**src/rtl/text_write_arbiter_pkg.sv**
```systemverilog
// Shared widths, state encoding and write-entry type for the text write arbiter.
package text_pkg;

    localparam int CHAR_W        = 4;
    localparam int ADDR_W        = 12;
    localparam int CELLS_DEFAULT = 2400;
    localparam logic [CHAR_W-1:0] BLANK_DEFAULT = 4'h0;

    typedef enum logic [1:0] {
        IDLE  = 2'd0,
        DRAIN = 2'd1,
        CLEAR = 2'd2
    } arb_state_t;

    typedef struct packed {
        logic [CHAR_W-1:0] chr;
        logic [ADDR_W-1:0] addr;
    } text_wr_t;

    function automatic logic addr_in_range(input logic [ADDR_W-1:0] addr, input int cells);
        return ({{(32-ADDR_W){1'b0}}, addr} < 32'(cells));
    endfunction

endpackage

```
**src/rtl/text_write_arbiter_if.sv**
```systemverilog
// CPU write bus plus text-buffer write port, as seen by the arbiter (slave) and its driver (master).
interface text_write_arbiter_if;
    import text_pkg::*;

    logic [CHAR_W-1:0] cpu_char;
    logic [ADDR_W-1:0] cpu_addr;
    logic              cpu_valid;
    logic              cpu_ready;
    logic              clr_req;
    logic              clr_busy;
    logic              addr_err;
    logic [CHAR_W-1:0] new_char;
    logic [ADDR_W-1:0] waddr;
    logic              text_en;

    modport slave (
        input  cpu_char, cpu_addr, cpu_valid, clr_req,
        output cpu_ready, clr_busy, addr_err, new_char, waddr, text_en
    );

    modport master (
        output cpu_char, cpu_addr, cpu_valid, clr_req,
        input  cpu_ready, clr_busy, addr_err, new_char, waddr, text_en
    );

endinterface

```
**src/rtl/text_write_arbiter_fifo.sv**
```systemverilog
// Synchronous FIFO of CPU text writes; extra pointer MSB distinguishes full from empty.
module text_wr_fifo
    import text_pkg::*;
#(
    parameter int DEPTH = 4
) (
    input  logic                       clk,
    input  logic                       rst_n,
    input  logic                       push,
    input  text_wr_t                   wdata,
    input  logic                       pop,
    output text_wr_t                   rdata,
    output logic                       full,
    output logic                       empty,
    output logic [$clog2(DEPTH):0]     count
);

    localparam int AW = $clog2(DEPTH);

    text_wr_t      mem_q [DEPTH];
    text_wr_t      mem_d [DEPTH];
    logic [AW:0]   wr_ptr_q, wr_ptr_d;
    logic [AW:0]   rd_ptr_q, rd_ptr_d;

    assign empty = (wr_ptr_q == rd_ptr_q);
    assign full  = (wr_ptr_q[AW] != rd_ptr_q[AW]) && (wr_ptr_q[AW-1:0] == rd_ptr_q[AW-1:0]);
    assign count = wr_ptr_q - rd_ptr_q;
    assign rdata = mem_q[rd_ptr_q[AW-1:0]];

    always_comb begin
        mem_d    = mem_q;
        wr_ptr_d = wr_ptr_q;
        rd_ptr_d = rd_ptr_q;
        if (push && !full) begin
            mem_d[wr_ptr_q[AW-1:0]] = wdata;
            wr_ptr_d = wr_ptr_q + (AW+1)'(1);
        end
        if (pop && !empty) begin
            rd_ptr_d = rd_ptr_q + (AW+1)'(1);
        end
    end

    always_ff @(posedge clk or negedge rst_n) begin
        if (!rst_n) begin
            wr_ptr_q <= '0;
            rd_ptr_q <= '0;
            for (int i = 0; i < DEPTH; i++) mem_q[i] <= '0;
        end else begin
            wr_ptr_q <= wr_ptr_d;
            rd_ptr_q <= rd_ptr_d;
            mem_q    <= mem_d;
        end
    end

endmodule

```
**src/rtl/text_write_arbiter.sv**
```systemverilog
// Orders CPU writes and full-screen clears onto the text buffer write port.
//   state | meaning
//   IDLE  | pop CPU FIFO whenever non-empty; accept clr_req
//   DRAIN | pop only the entries queued before clr_req
//   CLEAR | write BLANK_CHAR to every cell 0..CELLS-1, no pops
module text_write_arbiter
    import text_pkg::*;
#(
    parameter int                FIFO_DEPTH = 4,
    parameter int                CELLS      = CELLS_DEFAULT,
    parameter logic [CHAR_W-1:0] BLANK_CHAR = BLANK_DEFAULT
) (
    input  logic                 clk,
    input  logic                 rst_n,
    text_write_arbiter_if.slave  bus
);

    localparam int                CW        = $clog2(FIFO_DEPTH) + 1;
    localparam logic [ADDR_W-1:0] LAST_ADDR = ADDR_W'(CELLS - 1);

    arb_state_t        state_q, state_d;
    logic [CW-1:0]     drain_cnt_q, drain_cnt_d;
    logic [ADDR_W-1:0] clr_addr_q, clr_addr_d;
    logic              text_en_q, text_en_d;
    logic              addr_err_q, addr_err_d;
    logic [CHAR_W-1:0] new_char_q, new_char_d;
    logic [ADDR_W-1:0] waddr_q, waddr_d;

    logic              push, pop, full, empty;
    logic [CW-1:0]     count;
    text_wr_t          wdata, rdata;

    assign push  = bus.cpu_valid && !full;
    assign wdata = '{chr: bus.cpu_char, addr: bus.cpu_addr};

    text_wr_fifo #(.DEPTH(FIFO_DEPTH)) u_fifo (
        .clk   (clk),
        .rst_n (rst_n),
        .push  (push),
        .wdata (wdata),
        .pop   (pop),
        .rdata (rdata),
        .full  (full),
        .empty (empty),
        .count (count)
    );

    always_ff @(posedge clk or negedge rst_n) begin
        if (!rst_n) begin
            state_q     <= IDLE;
            drain_cnt_q <= '0;
            clr_addr_q  <= '0;
            text_en_q   <= 1'b0;
            addr_err_q  <= 1'b0;
            new_char_q  <= '0;
            waddr_q     <= '0;
        end else begin
            state_q     <= state_d;
            drain_cnt_q <= drain_cnt_d;
            clr_addr_q  <= clr_addr_d;
            text_en_q   <= text_en_d;
            addr_err_q  <= addr_err_d;
            new_char_q  <= new_char_d;
            waddr_q     <= waddr_d;
        end
    end

    always_comb begin
        state_d     = state_q;
        drain_cnt_d = drain_cnt_q;
        clr_addr_d  = clr_addr_q;
        case (state_q)
            IDLE: begin
                if (bus.clr_req) begin
                    drain_cnt_d = count;
                    state_d     = (count == '0) ? CLEAR : DRAIN;
                end
            end
            DRAIN: begin
                if (pop) begin
                    drain_cnt_d = drain_cnt_q - CW'(1);
                    if (drain_cnt_q == CW'(1)) state_d = CLEAR;
                end
            end
            CLEAR: begin
                if (clr_addr_q == LAST_ADDR) begin
                    clr_addr_d = '0;
                    state_d    = IDLE;
                end else begin
                    clr_addr_d = clr_addr_q + ADDR_W'(1);
                end
            end
            default: state_d = IDLE;
        endcase
    end

    // The IDLE pop is held off on the clr_req edge so the snapshot covers exactly the queued entries.
    always_comb begin
        pop        = 1'b0;
        text_en_d  = 1'b0;
        addr_err_d = 1'b0;
        new_char_d = new_char_q;
        waddr_d    = waddr_q;
        case (state_q)
            IDLE:  pop = !empty && !bus.clr_req;
            DRAIN: pop = !empty;
            CLEAR: begin
                text_en_d  = 1'b1;
                new_char_d = BLANK_CHAR;
                waddr_d    = clr_addr_q;
            end
            default: pop = 1'b0;
        endcase
        if (pop) begin
            if (addr_in_range(rdata.addr, CELLS)) begin
                text_en_d  = 1'b1;
                new_char_d = rdata.chr;
                waddr_d    = rdata.addr;
            end else begin
                addr_err_d = 1'b1;
            end
        end
    end

    assign bus.cpu_ready = !full;
    assign bus.clr_busy  = (state_q != IDLE);
    assign bus.addr_err  = addr_err_q;
    assign bus.new_char  = new_char_q;
    assign bus.waddr     = waddr_q;
    assign bus.text_en   = text_en_q;

endmodule

```
**src/flat_wrapper.sv**
```systemverilog
// flat-port wrapper written by rule: the top's interface ports become plain ports
module text_write_arbiter_flat import text_pkg::*;
#(
    parameter int                FIFO_DEPTH = 4,
    parameter int                CELLS      = CELLS_DEFAULT,
    parameter logic [CHAR_W-1:0] BLANK_CHAR = BLANK_DEFAULT
)
  (clk, rst_n, bus_cpu_char, bus_cpu_addr, bus_cpu_valid, bus_clr_req, bus_cpu_ready, bus_clr_busy, bus_addr_err, bus_new_char, bus_waddr, bus_text_en);
  text_write_arbiter_if bus_i ();
  input  logic clk;
  input  logic rst_n;
  input wire logic [$bits(bus_i.cpu_char)-1:0] bus_cpu_char;
  input wire logic [$bits(bus_i.cpu_addr)-1:0] bus_cpu_addr;
  input wire logic [$bits(bus_i.cpu_valid)-1:0] bus_cpu_valid;
  input wire logic [$bits(bus_i.clr_req)-1:0] bus_clr_req;
  output wire logic [$bits(bus_i.cpu_ready)-1:0] bus_cpu_ready;
  output wire logic [$bits(bus_i.clr_busy)-1:0] bus_clr_busy;
  output wire logic [$bits(bus_i.addr_err)-1:0] bus_addr_err;
  output wire logic [$bits(bus_i.new_char)-1:0] bus_new_char;
  output wire logic [$bits(bus_i.waddr)-1:0] bus_waddr;
  output wire logic [$bits(bus_i.text_en)-1:0] bus_text_en;
  assign bus_i.cpu_char = bus_cpu_char;
  assign bus_i.cpu_addr = bus_cpu_addr;
  assign bus_i.cpu_valid = bus_cpu_valid;
  assign bus_i.clr_req = bus_clr_req;
  assign bus_cpu_ready = bus_i.cpu_ready;
  assign bus_clr_busy = bus_i.clr_busy;
  assign bus_addr_err = bus_i.addr_err;
  assign bus_new_char = bus_i.new_char;
  assign bus_waddr = bus_i.waddr;
  assign bus_text_en = bus_i.text_en;
  text_write_arbiter #(.FIFO_DEPTH(FIFO_DEPTH), .CELLS(CELLS), .BLANK_CHAR(BLANK_CHAR)) u_core (.clk(clk), .rst_n(rst_n), .bus(bus_i));
endmodule
```
**config.mk**
```make
export PLATFORM = sky130hd
export DESIGN_NAME = text_write_arbiter_flat
export DESIGN_NICKNAME = d
export VERILOG_FILES = /design/src/rtl/text_write_arbiter_pkg.sv /design/src/rtl/text_write_arbiter_if.sv /design/src/rtl/text_write_arbiter_fifo.sv /design/src/rtl/text_write_arbiter.sv /design/src/flat_wrapper.sv
export SDC_FILE = /design/constraint.sdc
export NUM_CORES = 1
export LEC_CHECK = 0
export BUFFER_PORTS_ARGS = -buffer_cell sky130_fd_sc_hd__buf_2
export CORE_ASPECT_RATIO = 1.5
export CORE_MARGIN = 2
export CORE_UTILIZATION = 38
export CTS_BUF_LIST = sky130_fd_sc_hd__clkbuf_4
export CTS_CLUSTER_SIZE = 12
export DETAILED_ROUTE_END_ITERATION = 8
export MAX_ROUTING_LAYER = met4
export PLACE_DENSITY = 0.56
export SLEW_MARGIN = 40
export SYNTH_ARGS = -nofsm -noshare
export SYNTH_HDL_FRONTEND = slang
export SYNTH_HIERARCHICAL = 1
export SYNTH_SLANG_ARGS = --single-unit
```
**constraint.sdc**
```tcl
create_clock -name clk -period 3.6 [get_ports clk]
set_input_delay 0.36 -clock clk [delete_from_list [all_inputs] [get_ports clk]]
set_output_delay 0.36 -clock clk [all_outputs]
set_load 0.03 [all_outputs]
```
==> impl_metrics.ini, run 1 <==
[setup_path]
crit_buf_inv = 0
critPathKind = flop to flop
cp_max_fo = 16
end_kind = flop
cpMaxStageDelayCell = dfrtp_1
reg2reg_setup_slack_ps = 790
crit_path_start_kind = flop
max_stage_delay_ps = 600
crit_family = simple AND/OR/NAND/NOR gates
r2r_start = u_core/u_fifo/rd_ptr_q[0]
r2r_cells = 6
cp.arrival_ps = 3160
r2r-end = u_core/bus.waddr[2]
worstPathCellList = ha_1, nand2_1, nor2_1, or3_1, a21oi_4, mux2_2
cp.required_ps = 3950

[detailed_routing]
num_vias = 3065
drtAntennaViolNets = 0
drt-initial-drc-count = 102
wl_per_cell_um = 17.1
wl_met2_um = 5190
via_per_inst = 5.14
routed_wl_um = 10200
wl_met1_um = 4570
drcViolationCount = 0
top_layer_used = met4
firstDrtPassIters = 4
met3_length_um = 185

[die]
die_y_um = 145
die_area_um2 = 14300
die_x_um = 98.3
core_area_um2 = 13000
ios = 40
start_util_pct = 38.9
num_rows = 51

[hold_path]
hold_end = u_core/u_fifo/mem_q[35]
hold_start = bus_cpu_addr[3]
hold_depth = 2
hold_class = input port to flop

[finish]
layout_common_cells = 105 x dfrtp_1, 73 x mux2_2, 51 x nand2_1
nets = 463
final_common_cell = dfrtp_1
areaGrowthSynthToFinish_pct = 9.43
fin_cells = 596
drive_gt1_share_pct = 36.7

[clock_tree]
root_buffer = clkbuf_4
cts_buffers = 9
ctsResizeCount = 0
clock_latency_ps = 460
htreeDepth = 3
clockBufferDepth = 2
clkSlewWorstSetupHoldPaths_ps = 160
clkSinkCount = 105
cts_tree = built

[status]
status = finished, final reports clean

[timing]
setup_viol_count_final = 0
final.setup_skew_ps = 25.2
tightest_slew_ps = 765
slew_headroom_pct = 49.0
final-max-slew-violation-count = 0
hold_viol_final = 0
finalSetupTns_ps = 0
min_period_over_period_pct = 78.0
fin_crit_ps = 2810
max_freq_mhz = 356
rsz0062_at_grt = no

[placement]
place_inst = 579
hpwl_um = 7150
io_buffers = 39
gp_congestion = 0.776

[yosys]
synth_top_family_by_area = multiplexers
synth_adder_area_share_pct = 2.86
synth.distinct_cells = 42
synth_xor_area_share_pct = 2.07
ys_seq_area_share_pct = 51.9
synth_compound_area_share_pct = 4.40
synth.avg_cell_area_um2 = 13.0
yosys_warnings = 6
syn_nets = 420
syn-cell-area_um2 = 5070
synthMuxAreaShare_pct = 25.9
synth_cells = 389
ys_ff_latch = 105
synthSimpleGateAreaFrac_pct = 8.97

[pwr]
power-per-cell-area_nw_per_um2 = 614
max-vdd-ir-drop_mv = 0.235
power_leakage_nw = 2.46

[grt]
grt_pass1_wl_um = 16800
grt_pass1_vias = 3271
antenna_found_initial = 1
grt_usage_pct = 15.4
grt_overflow_total = 0
grt_max_degree = 76

[job]
cap_viol_max_count = 0
-- stage by stage --
stage | utilization, % | power [mW] | cell area (µm²) | hold slack, ps | setup slack [ps]
6_report | 42.6 | 3.41 | 5540 | 157 | 793
5_1_grt | 42.6 | 3.63 | 5540 | 115 | 574
4_1_cts | 42.6 | 3.45 | 5540 | 133 | 735
3_5_place_dp | 41.5 | 2.86 | 5400 | 430 | 772
3_3_place_gp | 41.4 | 2.80 | 5400 | 484 | 825
2_1_floorplan | - | 2.60 | 5070 | 64.4 | 635
-- what timing repair did --
item	4_1_cts	5_1_grt
setup endpoints to repair	0	0
hold buffers	1	0
endpoints found under the hold margin	73	0
buffers inserted	0	0
-- synth_stat cells, drive strengths merged --
cell,count,area share (%)
clkbuf,4,0.30
nor4bb,1,0.20
o2bb2ai,1,0.17
nor3,3,0.30
nand2b,4,0.49
or2,2,0.25
a31oi,3,0.67
o21ai,13,1.3
o211ai,1,0.15
and3,2,0.25
o22a,1,0.17
mux4,16,7.1
mux2,77,17
inv,15,1.1
nor3b,2,0.30
a2bb2oi,1,0.17
a21o,2,0.30
xor2,5,0.86
nor2b,4,0.49
mux2i,7,1.4
xnor2,7,1.2
o211a,3,0.59
nand4,5,0.62
dfrtp,105,52
and4,2,0.35
fa,1,0.40
a21oi,5,0.72
a211o,1,0.17
nand2,51,3.8
nand4b,1,0.17
nand3,5,0.49
or3,2,0.25
buf,14,2.5
nor2,12,0.89
ha,10,2.5
or4,1,0.15
-- worst register-to-register path: stages (launching register included) --
cell	delay [ps]
dfrtp_1	600
ha_1	360
nand2_1	260
nor2_1	90
or3_1	470
a21oi_4	510
mux2_2	410
-- kinds of logic after synthesis --
| kind of cell | Yosys count |
|---|---|
| AND/OR/NAND/NOR | 97 |
| multiplexers | 100 |
| flip-flops | 105 |
| adder cells (fa/ha/maj) | 11 |
| buffers and inverters | 33 |
| AO/OA/AOI/OAI | 31 |
| XOR/XNOR | 12 |
-- routing by layer --
metal | up-vias | track usage (%)
met4 | 0 | 6.64
met3 | 14 | 2.26
met5 | - | -
met1 | 1570 | 19.0
met2 | 31 | 25.4
li1 | 1450 | -
-- flip-flops by register name, indices dropped and copies added (netlist names) --
register / cells
u_core/u_fifo/mem_q: 64
u_core/bus.waddr: 12
u_core/clr_addr_q: 12
u_core/bus.new_char: 4
u_core/drain_cnt_q: 3
u_core/u_fifo/rd_ptr_q: 3
u_core/u_fifo/wr_ptr_q: 3
u_core/state_q: 2
u_core/bus.addr_err: 1
u_core/bus.text_en: 1
-- report_power, final --
| part | internal, mW | total, mW | switching, mW |
|---|---|---|---|
| combinational | 0.614 | 1.05 | 0.432 |
| sequential | 1.56 | 1.76 | 0.200 |
| clock | 0.215 | 0.595 | 0.380 |
| total | 2.39 | 3.41 | 1.01 |
-- worst max-delay path by stage --
stage                                         start                      end  slack (ps)  depth (start not counted)
after detailed placement  u_core/u_fifo/rd_ptr_q[0]      u_core/bus.waddr[2]         770                          6
final                     u_core/u_fifo/rd_ptr_q[0]      u_core/bus.waddr[2]         790                          6
after CTS                 u_core/u_fifo/rd_ptr_q[0]      u_core/bus.waddr[0]         730                          6
after global placement    u_core/u_fifo/rd_ptr_q[0]      u_core/bus.waddr[5]         830                          5
after global routing      u_core/u_fifo/rd_ptr_q[0]      u_core/bus.waddr[0]         570                          6
after floorplan           u_core/u_fifo/rd_ptr_q[1]  u_core/u_fifo/mem_q[10]         640                         11
-- layout make-up --
type	instances	area (µm²)
Timing Repair Buffer	50	287
Clock inverter	5	57.6
Inverter	15	56.3
Sequential cell	105	2630
Fill cell	1243	7470
Antenna cell	1	2.50
Clock buffer	10	75.1
Tap cell	159	199
Multi-Input combinational cell	251	2240
Power figures use the tool's default switching activity.
==> run 2: changes to the inputs <==
- ABC_AREA: not set -> 1
- clock period: 3.6 -> 2.76 ns (I/O delays scaled with it)
==> impl_metrics.ini, run 2 <==
[status]
status = finished, final reports clean

[yosys]
synth_top_family_by_area = simple AND/OR/NAND/NOR gates
synth_ff_type = dfrtp_1
yosys-top-cells-count = 232 x nand2_1, 105 x dfrtp_1, 71 x nand4_1
yosys.area.top_type_share_pct = 47.5
async_flop_share_pct = 100
synthSimpleGateAreaFrac_pct = 33.2
yosys_warnings = 6
syn-cell-area_um2 = 5530
ys_ff_latch = 105
ys_seq_area_share_pct = 47.5
synth_adder_area_share_pct = 2.63
synth_cells = 691
synth_area_leader_cell = dfrtp_1
synth_edf_count = 0
synth.distinct_cells = 30
yosys.cell_count.top_type = nand2_1
syn_nets = 722
synth_compound_area_share_pct = 7.58
yosys-top-cells-area = dfrtp_1 48%, nand2_1 16%, nand4_1 8.0%
synth.avg_cell_area_um2 = 8.00
synthMuxAreaShare_pct = 0.181
synth_xor_area_share_pct = 1.11

[placement]
place_ws_ps = 509
io_buffers = 39
gp_congestion = 0.888
place_inst = 902
hpwl_um = 9950

[grt]
grt_pass1_vias = 4649
antenna_found_initial = 1
grt_overflow_total = 0
grt_pass1_wl_um = 23700
grt_usage_pct = 20.2
grt_max_degree = 48

[die]
die_x_um = 102
ios = 40
num_rows = 54
die_area_um2 = 15600
core_area_um2 = 14400
die_y_um = 152
start_util_pct = 38.4

[hold_path]
hold_start = bus_cpu_addr[6]
hold_class = input port to flop

[finish]
final_common_cell = nand2_1
fin_cells = 920
drive_gt1_share_pct = 13.4
fillers = 1492
areaGrowthSynthToFinish_pct = 9.66
max_flop_register = u_core/u_fifo/mem_q
seqCellArea_um2 = 2630
nets = 749
layout_common_cells = 232 x nand2_1, 105 x dfrtp_1, 71 x nand4_1
multi_input_area_um2 = 2480
largest_reg_flops = 64

[setup_path]
critPathKind = flop to flop
end_kind = flop
r2r_cells = 10
cp.required_ps = 3150
r2r_start = u_core/u_fifo/wr_ptr_q[0]
reg2reg_setup_slack_ps = 460
crit_path_start_kind = flop
cp_max_fo = 26
r2r-end = u_core/u_fifo/mem_q[13]
crit_end = u_core/u_fifo/mem_q[13]
cp.arrival_ps = 2690
cp-startpoint = u_core/u_fifo/wr_ptr_q[0]

[timing]
timing.hold.ws_ps = 94.8
fin_crit_ps = 2300
setup_ws_ps = 459
rsz0062_at_grt = no
finalSetupTns_ps = 0
final.setup_skew_ps = 14.8
tightest_slew_ps = 562
final-max-slew-violation-count = 0
setup_viol_count_final = 0
max_freq_mhz = 435
slew_headroom_pct = 62.6
hold_viol_final = 0
min_period_over_period_pct = 83.4

[clock_tree]
clock_latency_ps = 450
htreeDepth = 3
clkSlewWorstSetupHoldPaths_ps = 170
clockBufferDepth = 2
clkSinkCount = 105
cts_tree = built
root_buffer = clkbuf_4
cts_buffers = 9
ctsResizeCount = 0

[job]
cap_viol_max_count = 0

[pwr]
max-vdd-ir-drop_mv = 0.293
power_leakage_nw = 3.11
finalPower_mw = 4.76
power-per-cell-area_nw_per_um2 = 785

[detailed_routing]
via_per_inst = 5.11
drt-initial-drc-count = 278
drcViolationCount = 0
firstDrtPassIters = 4
drtAntennaViolNets = 0
num_vias = 4698
routed_wl_um = 14600
wl_per_cell_um = 15.9
==> run 2: cell count changes in the layout (fill, tap and decap cells not counted), moves of 7 or more <==
cell	before	now
nor2_1	12	50
mux2_2	73	0
nand2_1	51	232
mux4_2	16	0
inv_1	15	47
nand4_1	5	71
o21ai_0	13	49
nand3_1	5	24
o22ai_1	0	17
inv_2	0	7
==> run 2: worst max-delay path: stages (launching register included) <==
cell     delay (ps)
dfrtp_1         430
inv_1           110
ha_1            320
nand2_1          60
inv_1            70
nand3_4         100
inv_1            90
nor2_4          440
buf_4           370
nand4_1         130
nand2_1         100
==> run 2: per-layer routing <==
layer | up-vias | track usage (%) | share of wire (%) | routed length (µm)
met3 | 21 | 2.34 | 3.8 | 552
met1 | 2229 | 24.4 | 43 | 6210
li1 | 2340 | - | - | -
met5 | - | - | 0 | 0
met4 | 0 | 7.40 | 2.1 | 310
met2 | 108 | 34.5 | 52 | 7520
==> run 2: timing repair <==
action                    in CTS  in global routing
hold buffers                   1                  0
hold endpoints to repair      39                  0
setup buffers                  0                  0
==> run 2: area by class of cell <==
class                   count  area share [%]
diodes                      1          0.0413
clock buffers               9            1.11
clock inverters             7            1.28
inverters                  54            3.34
multi-input cells         491            40.9
flip-flops and latches    105            43.3
well taps                 196            4.04
repair buffers             57            5.94
==> run 2: how the worst min path moves through the flow <==
stage,to,slack (ps),cells past startpoint
3_5_place_dp,u_core/drain_cnt_q[1],320,1
6_report,u_core/u_fifo/mem_q[6],90,3
3_3_place_gp,u_core/drain_cnt_q[2],310,1
5_1_grt,u_core/u_fifo/mem_q[38],50,3
2_1_floorplan,u_core/bus.addr_err,-20,0
4_1_cts,u_core/u_fifo/mem_q[6],50,3
==> run 2: cells by family after synthesis <==
| logic type | count (synthesis) |
|---|---|
| AO/OA/AOI/OAI | 77 |
| XOR/XNOR | 7 |
| multiplexers | 1 |
| flip-flops | 105 |
| buffers and inverters | 95 |
| adder cells (fa/ha/maj) | 11 |
| AND/OR/NAND/NOR | 395 |
==> run 2: report_power, final <==
group,internal [mW],switching [mW],leakage [nW]
Clock,0.284,0.542,0.0705
Combinational,0.509,1.19,1.72
Sequential,1.98,0.250,1.32
Total,2.78,1.98,3.11
==> run 2: stage by stage <==
step	cell area, µm²	util [%]
2_1_floorplan	5530	-
3_3_place_gp	5910	41.0
3_5_place_dp	5910	41.0
4_1_cts	6060	42.1
5_1_grt	6060	42.1
6_report	6060	42.1
==> run 3: changes to the inputs <==
- PLACE_DENSITY: 0.56 -> 0.58
- clock period: 2.76 -> 2.05 ns (I/O delays scaled with it)
==> impl_metrics.ini, run 3 (synthesis results as in run 2) <==
[status]
status = finished, final reports clean

[setup_path]
end_kind = output port
critPathKind = flop to output port
worstPathCellList = ha_4, nand2_2, inv_2, nand3_4, inv_4, inv_1, buf_4
crit_buf_inv = 4
crit_path_start_kind = flop
crit_family = flip-flops
cp_num_cells = 7
r2r_start = u_core/u_fifo/rd_ptr_q[0]
reg2reg_setup_slack_ps = 120
cp_max_fo = 4
r2r-end = u_core/bus.waddr[8]
cp.arrival_ps = 1760
cpMaxStageDelayCell = dfrtp_2
cp.required_ps = 1850
max_stage_delay_ps = 500
r2r_cells = 8

[job]
cap_viol_max_count = 0

[timing]
hold_viol_final = 0
min_period_over_period_pct = 95.7
max_freq_mhz = 510
finalSetupTns_ps = 0
setup_ws_ps = 87.8
slew_headroom_pct = 67.9
fin_crit_ps = 1960
final-max-slew-violation-count = 0
timing.hold.ws_ps = 164
final.setup_skew_ps = 21.3
tightest_slew_ps = 482
setup_viol_count_final = 0

[detailed_routing]
firstDrtPassIters = 5
via_per_inst = 5.26
drcViolationCount = 0
num_vias = 4994
drtAntennaViolNets = 0
drt-initial-drc-count = 304
routed_wl_um = 15100
wl_per_cell_um = 15.9

[pwr]
power-per-cell-area_nw_per_um2 = 1040
max-vdd-ir-drop_mv = 0.510
switching_power_mw = 2.77
p_sw_share_pct = 41.2
seq_power_share_pct = 44.6
clockPowerShare_pct = 16.6
p_int_mw = 3.95
power_leakage_nw = 3.28
pwr-share-comb_pct = 38.8

[clock_tree]
cts_tree = built
cts_buffers = 9
clkSlewWorstSetupHoldPaths_ps = 150
root_buffer = clkbuf_4
clkSinkCount = 105
clock_latency_ps = 490
clockBufferDepth = 2
htreeDepth = 3

[grt]
antenna_found_initial = 1
grt_max_degree = 73
gr-usage-met1_pct = 25.1
grt_pass1_wl_um = 24000
grt_overflow_total = 0
grt_usage_pct = 20.5
grt-busiest-layer = met2
use_met3_pct = 2.57
grt_util_met2_pct = 33.9
grt_pass1_vias = 4807

[finish]
fin_cells = 950
drive_gt1_share_pct = 16.2
largest_reg_flops = 64
final_common_cell = nand2_1
nets = 779
layout_common_cells = 230 x nand2_1, 104 x dfrtp_1, 71 x nand4_1
max_flop_register = u_core/u_fifo/mem_q
areaGrowthSynthToFinish_pct = 16.6

[die]
die_y_um = 152
core_area_um2 = 14400
ios = 40
num_rows = 54
die_area_um2 = 15600
start_util_pct = 38.4
die_x_um = 102

[placement]
place_inst = 910
io_buffers = 39
place_ws_ps = 33.5
gp_congestion = 0.841
hpwl_um = 9740

[hold_path]
hold_end = u_core/state_q[1]
hold_start = bus_clr_req
hold_depth = 5
hold_class = input port to flop
run 3: cell count changes in the layout (fill, tap and decap cells not counted), sizes merged:
| cell | before | now |
|---|---|---|
| dlygate4sd3 | 1 | 17 |
| buf | 56 | 68 |
| inv | 56 | 55 |
| clkbuf | 9 | 11 |
| nand3 | 35 | 36 |
| clkinvlp | 3 | 1 |
| clkinv | 1 | 3 |
run 3: worst max-delay path by stage:
| stage | start | end | slack [ps] |
|---|---|---|---|
| 2_1_floorplan | u_core/u_fifo/rd_ptr_q[1] | u_core/u_fifo/mem_q[0] | -160 |
| 3_3_place_gp | u_core/u_fifo/rd_ptr_q[0] | u_core/bus.waddr[2] | 40 |
| 3_5_place_dp | u_core/u_fifo/rd_ptr_q[0] | u_core/bus.waddr[2] | 30 |
| 4_1_cts | u_core/u_fifo/wr_ptr_q[0] | bus_cpu_ready | 10 |
| 5_1_grt | u_core/u_fifo/rd_ptr_q[0] | u_core/bus.waddr[8] | -20 |
| 6_report | u_core/u_fifo/rd_ptr_q[0] | bus_cpu_ready | 90 |
run 3: area by class of cell:
cell class	instances	area, µm²
diodes	1	2.50
flip-flops and latches	105	2630
clock inverters	6	67.6
multi-input cells	492	2530
fillers	1434	7950
well taps	196	245
repair buffers	86	692
inverters	54	205
clock buffers	10	75.1
run 3: per-stage QoR:
step	total power [mW]	utilization (%)	instance area, µm²
6_report	6.72	44.8	6450
5_1_grt	7.21	44.8	6450
4_1_cts	6.64	44.1	6350
3_5_place_dp	5.47	41.8	6020
3_3_place_gp	5.37	41.8	6020
2_1_floorplan	4.71	-	5610
run 3: what timing repair did:
item | in CTS | in global routing
pin swaps | 0 | 5
endpoints found under the setup margin | 1 | 35
gates cloned | 0 | 2
endpoints found under the hold margin | 94 | 0
resized for setup | 2 | 9
hold buffers | 17 | 0
buffers inserted | 1 | 3
run 3: worst min-delay path: stages:
cell	delay, ps
buf_2	90
inv_1	90
nand3_1	80
nand2_1	80
o31ai_1	70
run 3: power by group through the flow:
stage | Clock, mW | Sequential, mW | Combinational (mW)
2_1_floorplan | 0 | 2.95 | 1.76
3_3_place_gp | 0 | 3.02 | 2.36
3_5_place_dp | 0 | 3.04 | 2.43
4_1_cts | 1.16 | 2.99 | 2.50
5_1_grt | 1.24 | 3.06 | 2.92
6_report | 1.11 | 3.00 | 2.61
run 3: routing by layer:
layer	wire, µm	up-vias
met5	0	-
met4	425	0
met3	631	31
met2	7660	155
met1	6360	2397
li1	-	2411
